<file path="src/rtl/sobel_pkg.sv">
// Shared types and defaults for the Sobel accelerator front end.
//   pixel_t      : one RGB888 pixel
//   ctrl_state_t : window controller sequencing states
package sobel_pkg;

  localparam int DEF_WIDTH      = 100;
  localparam int DEF_HEIGHT     = 100;
  localparam int DEF_DATA_WIDTH = 24;

  typedef logic [DEF_DATA_WIDTH-1:0] pixel_t;

  typedef enum logic [1:0] {
    IDLE   = 2'd0,
    PRIME  = 2'd1,
    ACTIVE = 2'd2,
    DONE   = 2'd3
  } ctrl_state_t;

endpackage

</file>
<file path="src/rtl/sobel_pos_counter.sv">
// Column/row position counter for a WIDTH x HEIGHT raster.
//   clk, rst_n : clock, async active-low reset
//   clr        : synchronous clear of both counters
//   adv        : advance one pixel position
//   col, row   : current position (position of the next pixel)
//   wrap       : combinational strobe, adv at the last column of a row
// The row counter is not wrapped; the owner clears it at frame start.
module sobel_pos_counter #(
  parameter int WIDTH  = 100,
  parameter int HEIGHT = 100
) (
  input  logic                      clk,
  input  logic                      rst_n,
  input  logic                      clr,
  input  logic                      adv,
  output logic [$clog2(WIDTH)-1:0]  col,
  output logic [$clog2(HEIGHT)-1:0] row,
  output logic                      wrap
);

  localparam int CW = $clog2(WIDTH);
  localparam int RW = $clog2(HEIGHT);
  localparam logic [CW-1:0] COL_MAX = CW'(WIDTH - 1);

  assign wrap = adv && (col == COL_MAX);

  always_ff @(posedge clk or negedge rst_n) begin
    if (!rst_n) begin
      col <= '0;
      row <= '0;
    end else if (clr) begin
      col <= '0;
      row <= '0;
    end else if (adv) begin
      if (wrap) begin
        col <= '0;
        row <= row + RW'(1);
      end else begin
        col <= col + CW'(1);
      end
    end
  end

endmodule

</file>
<file path="src/rtl/sobel_window_ctrl.sv">
// Sobel window controller: feeds one WIDTH x HEIGHT frame into the 3-row
// line buffer and flags when a full 3x3 window is present.
//   start               : begin a frame (honoured in IDLE only)
//   s_valid/s_ready     : pixel input handshake, s_data pixel, s_last frame end
//   m_ready             : downstream kernel can take a window
//   shift_en, fifo_data : line buffer shift strobe and data_in
//   win_valid/col/row   : window present, position of its newest pixel
//   busy, done, len_err : frame in progress, end pulse, sticky length error
//
// state  | meaning
// IDLE   | waiting for start, no pixels accepted
// PRIME  | filling line buffer rows 0 and 1
// ACTIVE | streaming, windows produced from row 2 on
// DONE   | one-cycle end-of-frame pulse
module sobel_window_ctrl
  import sobel_pkg::*;
#(
  parameter int WIDTH      = DEF_WIDTH,
  parameter int HEIGHT     = DEF_HEIGHT,
  parameter int DATA_WIDTH = DEF_DATA_WIDTH
) (
  input  logic                      clk,
  input  logic                      rst_n,
  input  logic                      start,
  input  logic                      s_valid,
  input  logic [DATA_WIDTH-1:0]     s_data,
  input  logic                      s_last,
  output logic                      s_ready,
  input  logic                      m_ready,
  output logic                      shift_en,
  output logic [DATA_WIDTH-1:0]     fifo_data,
  output logic                      win_valid,
  output logic [$clog2(WIDTH)-1:0]  win_col,
  output logic [$clog2(HEIGHT)-1:0] win_row,
  output logic                      busy,
  output logic                      done,
  output logic                      len_err
);

  localparam int CW = $clog2(WIDTH);
  localparam int RW = $clog2(HEIGHT);
  localparam logic [RW-1:0] ROW_MAX = RW'(HEIGHT - 1);

  ctrl_state_t state_q, state_d;

  logic          beat;
  logic          frame_clr;
  logic          row_end;
  logic          final_beat;
  logic [CW-1:0] col;
  logic [RW-1:0] row;

  assign s_ready   = ((state_q == PRIME) || (state_q == ACTIVE)) && m_ready;
  assign beat      = s_valid && s_ready;
  assign shift_en  = beat;
  assign fifo_data = s_data;
  assign busy      = (state_q == PRIME) || (state_q == ACTIVE);
  assign done      = (state_q == DONE);
  assign frame_clr = (state_q == IDLE) && start;
  // row_end is the wrap strobe, so it already includes the accepted beat
  assign final_beat = row_end && (row == ROW_MAX);

  sobel_pos_counter #(
    .WIDTH  (WIDTH),
    .HEIGHT (HEIGHT)
  ) u_pos (
    .clk   (clk),
    .rst_n (rst_n),
    .clr   (frame_clr),
    .adv   (beat),
    .col   (col),
    .row   (row),
    .wrap  (row_end)
  );

  always_ff @(posedge clk or negedge rst_n) begin
    if (!rst_n) state_q <= IDLE;
    else        state_q <= state_d;
  end

  always_comb begin
    state_d = state_q;
    unique case (state_q)
      IDLE:    if (start) state_d = PRIME;
      PRIME:   if (row_end && (row == RW'(1))) state_d = ACTIVE;
      ACTIVE:  if (final_beat) state_d = DONE;
      DONE:    state_d = IDLE;
      default: state_d = IDLE;
    endcase
  end

  // Registered to line up with the line buffer rows, which shift on the
  // same edge that accepts the beat.
  always_ff @(posedge clk or negedge rst_n) begin
    if (!rst_n) begin
      win_valid <= 1'b0;
      win_col   <= '0;
      win_row   <= '0;
    end else begin
      win_valid <= beat && (row >= RW'(2)) && (col >= CW'(2));
      if (beat && (row >= RW'(2)) && (col >= CW'(2))) begin
        win_col <= col;
        win_row <= row;
      end
    end
  end

  // The frame always ends on position count; s_last only feeds the flag.
  always_ff @(posedge clk or negedge rst_n) begin
    if (!rst_n)                                len_err <= 1'b0;
    else if (frame_clr)                        len_err <= 1'b0;
    else if (beat && (s_last != final_beat))   len_err <= 1'b1;
  end

endmodule
</file>
<file path="config.mk">
export PLATFORM = sky130hd
export DESIGN_NAME = sobel_window_ctrl
export DESIGN_NICKNAME = d
export VERILOG_FILES = /design/src/rtl/sobel_pkg.sv /design/src/rtl/sobel_pos_counter.sv /design/src/rtl/sobel_window_ctrl.sv
export SDC_FILE = /design/constraint.sdc
export NUM_CORES = 1
export LEC_CHECK = 0
export CAP_MARGIN = 20
export CORE_MARGIN = 2
export CORE_UTILIZATION = 45
export CTS_CLUSTER_SIZE = 10
export DETAILED_ROUTE_END_ITERATION = 16
export HOLD_SLACK_MARGIN = 0.08
export PLACE_DENSITY = 0.91
export SLEW_MARGIN = 20
export SYNTH_ARGS = -nofsm -noshare
export SYNTH_HDL_FRONTEND = slang
export SYNTH_SLANG_ARGS = --single-unit
</file>
<file path="constraint.sdc">
create_clock -name clk -period 5.6 [get_ports clk]
set_input_delay 1.68 -clock clk [delete_from_list [all_inputs] [get_ports clk]]
set_output_delay 1.68 -clock clk [all_outputs]
set_load 0.05 [all_outputs]
</file>
==> results of run 1 <==
routing by layer:
metal / wire length, µm / global-route usage (%) / vias up
met2: 1460 / 24.3 / 34
met4: 10 / 6.38 / 0
li1: - / - / 558
met3: 210 / 6.08 / 4
met1: 1290 / 17.8 / 558
met5: 0 / 0 / -
worst min path at each step:
stage,from,endpoint,slack [ns],cells past startpoint
after CTS,win_col[1],win_col[1],0.50,1
after global routing,win_row[6],win_row[6],0.50,1
after detailed placement,win_col[1],win_col[1],0.48,1
after floorplan,u_pos.col[6],u_pos.col[6],0.50,1
after global placement,win_col[0],win_col[0],0.47,1
final,win_col[0],win_col[0],0.49,1
final cells by class:
class                      count  area [µm²]
fill                         331        1720
sequential                    32         801
multi-input combinational    101         747
timing repair buffer          27         265
clock buffer                   7        96.3
tap                           48        60.1
clock inverter                 1        30.0
inverter                       7        26.3
metrics by stage:
step                      hold WS, ns  instances  power [µW]
final                           0.487        223         757
after global placement          0.474        215         518
after CTS                       0.496        223         768
after floorplan                 0.497        168         502
after detailed placement        0.481        215         525
after global routing            0.504        223         802
flip-flops by register name (all words and copies together) (netlist names):
register,cells
win_row,7
win_col,7
u_pos.col,7
len_err,1
u_pos.row,7
state_q,2
win_valid,1
logic make-up after synthesis:
| group | after synthesis | synth area share (%) |
|---|---|---|
| flops | 32 | 45.0 |
| mux | 14 | 8.85 |
| compound gates | 15 | 6.40 |
| simple gates | 53 | 15.3 |
| xor+xnor | 9 | 4.43 |
| buf+inv | 35 | 13.1 |
| fa+ha+maj | 10 | 7.03 |
report_power, final:
part	total, µW	internal (µW)	switching (µW)
Combinational	246	88.9	157
Clock	237	157	80.5
Sequential	273	251	22.4
Total	757	496	260
cells in the final DEF, fill, tap and decap left out, types with 2 or more instances in the layout:
master / n
dfrtp_1: 32
clkdlybuf4s50_1: 25
nor2_1: 20
ha_1: 10
mux2_1: 9
inv_1: 7
nand3_1: 7
xor2_1: 7
clkbuf_8: 7
and2_1: 5
a21oi_1: 5
nand2_1: 5
mux2_2: 5
nand4_1: 3
nor3_1: 3
or3_1: 2
or2_2: 2
a311oi_1: 2
xnor2_1: 2
buf_4: 2
==> results.cfg, run 1 <==
[status]
status = complete, no violations

[finish]
fin_util_pct = 54.1
layout-drive-gt1-share_pct = 12.6
area_growth_pct = 13.8
nNetsFinal = 214
n_antenna_cell = 0
design_area_um2 = 2030

[timing]
postLayoutSetupSlackWorst_ns = 0.621
timing.final.crit_share_pct = 88.9
finalSetupViolCount = 0
tightest_slew_ns = 0.789
relSlewSlack_pct = 47.4
clock_skew_ns = 0.00478
rsz0062_at_grt = false
finalMaxSlewViolations = 0
tns_ns = 0
hold_violations = 0
period_needed_ns = 4.98
fmax_mhz = 201

[clock_network]
clock_sinks = 32
cts_tree = done
cts_resized = 0
postCtsSetupBuffers = 0
htree_levels = 2
cts_buffer_depth = 2
cts_hold_buf = 0
cts_buffers = 5
root_buffer = clkbuf_8
clock_latency_ns = 0.28
path_clk_slew_ns = 0.06

[routing]
wire_per_inst_um = 13.3
routed_wl_um = 2970
drt_pass1_iterations = 4
drc = 0
ant_nets = 0
via_per_inst = 5.17
routed-via-count = 1154
first_iter_violations = 91

[synthesis]
yosys_warnings = 0
ys_top_cells_by_count = dfrtp_1, buf_4, nor2_1
ys_seq_area_share_pct = 45.0
syn_area_per_cell_um2 = 10.6
synth_cells = 168
ys.flop_type = dfrtp_1
async_reset_ff_share_pct = 100
ys_ff_latch = 32
synth_most_common_cell = dfrtp_1
synth-edff-count = 0
synth_area_um2 = 1780
synth_nets = 208
yosys.area.top_type = dfrtp_1
synth_top_area_share_pct = 45.0
synth_cell_types = 34
yosys-top-cells-area = dfrtp_1, buf_4, ha_1, mux2_1, nor2_1

[floorplan]
start_util_pct = 47.6
placeableCoreArea_um2 = 3740
die-area_um2 = 4480
fp.dieW_um = 66.9
io_pins = 74
rows = 22
die_h_um = 66.9

[global_route]
grt_pass1_wl_um = 4860
grt_pass1_vias = 1075
antenna_found_initial = 0
track_usage_pct = 15.1
grt.overflow.total = 0
grt_max_degree = 33

[worst_setup_path]
timing.rr.start = state_q[0]
start_kind = input pin
critPathCapture = shift_en
critPathMaxStageDelay_ns = 0.84
crit_type = in -> out
required_ns = 3.92
worst-path-buf-inv = 3
crit_chain = clkdlybuf4s50_1 > nand3_1 > inv_1 > clkdlybuf4s50_1
crit_fanout = 6
critPathTopFamily = buffers and inverters
critPathCaptureType = primary output
reg2reg_to = state_q[1]
cpMostUsedCell = clkdlybuf4s50_1
critical_path_depth = 4
ff2ff_path_depth = 8
cp.arrival_ns = 3.30
cpMaxStageDelayCell = clkdlybuf4s50_1
rrSetupSlack_ns = 3.23
startpoint = m_ready

[place]
io_buffers = 25
dp_slack_ns = 0.610
hpwl_um = 2110
place_area_um2 = 1900
gp_congestion = 0.782

[power_and_ir_drop]
power_density_nw_per_um2 = 374
leakagePower_uw = 0.000959
vdd_drop_max_v = 0.000223

[hold_path]
hp-class = reg -> reg

[run]
drv_cap = 0
Note: power is estimated with default switching activity, not from simulation.
==> inputs of run 2 (changes only) <==
--- a/config.mk
+++ b/config.mk
@@ -10,7 +10,7 @@
 export CORE_UTILIZATION = 45
 export CTS_CLUSTER_SIZE = 10
 export DETAILED_ROUTE_END_ITERATION = 16
-export HOLD_SLACK_MARGIN = 0.08
+export HOLD_SLACK_MARGIN = 0.05
 export PLACE_DENSITY = 0.91
 export SLEW_MARGIN = 20
 export SYNTH_ARGS = -nofsm -noshare
==> results of run 2 <==
The final DEF is identical to that of run 1; final timing and power are the same.
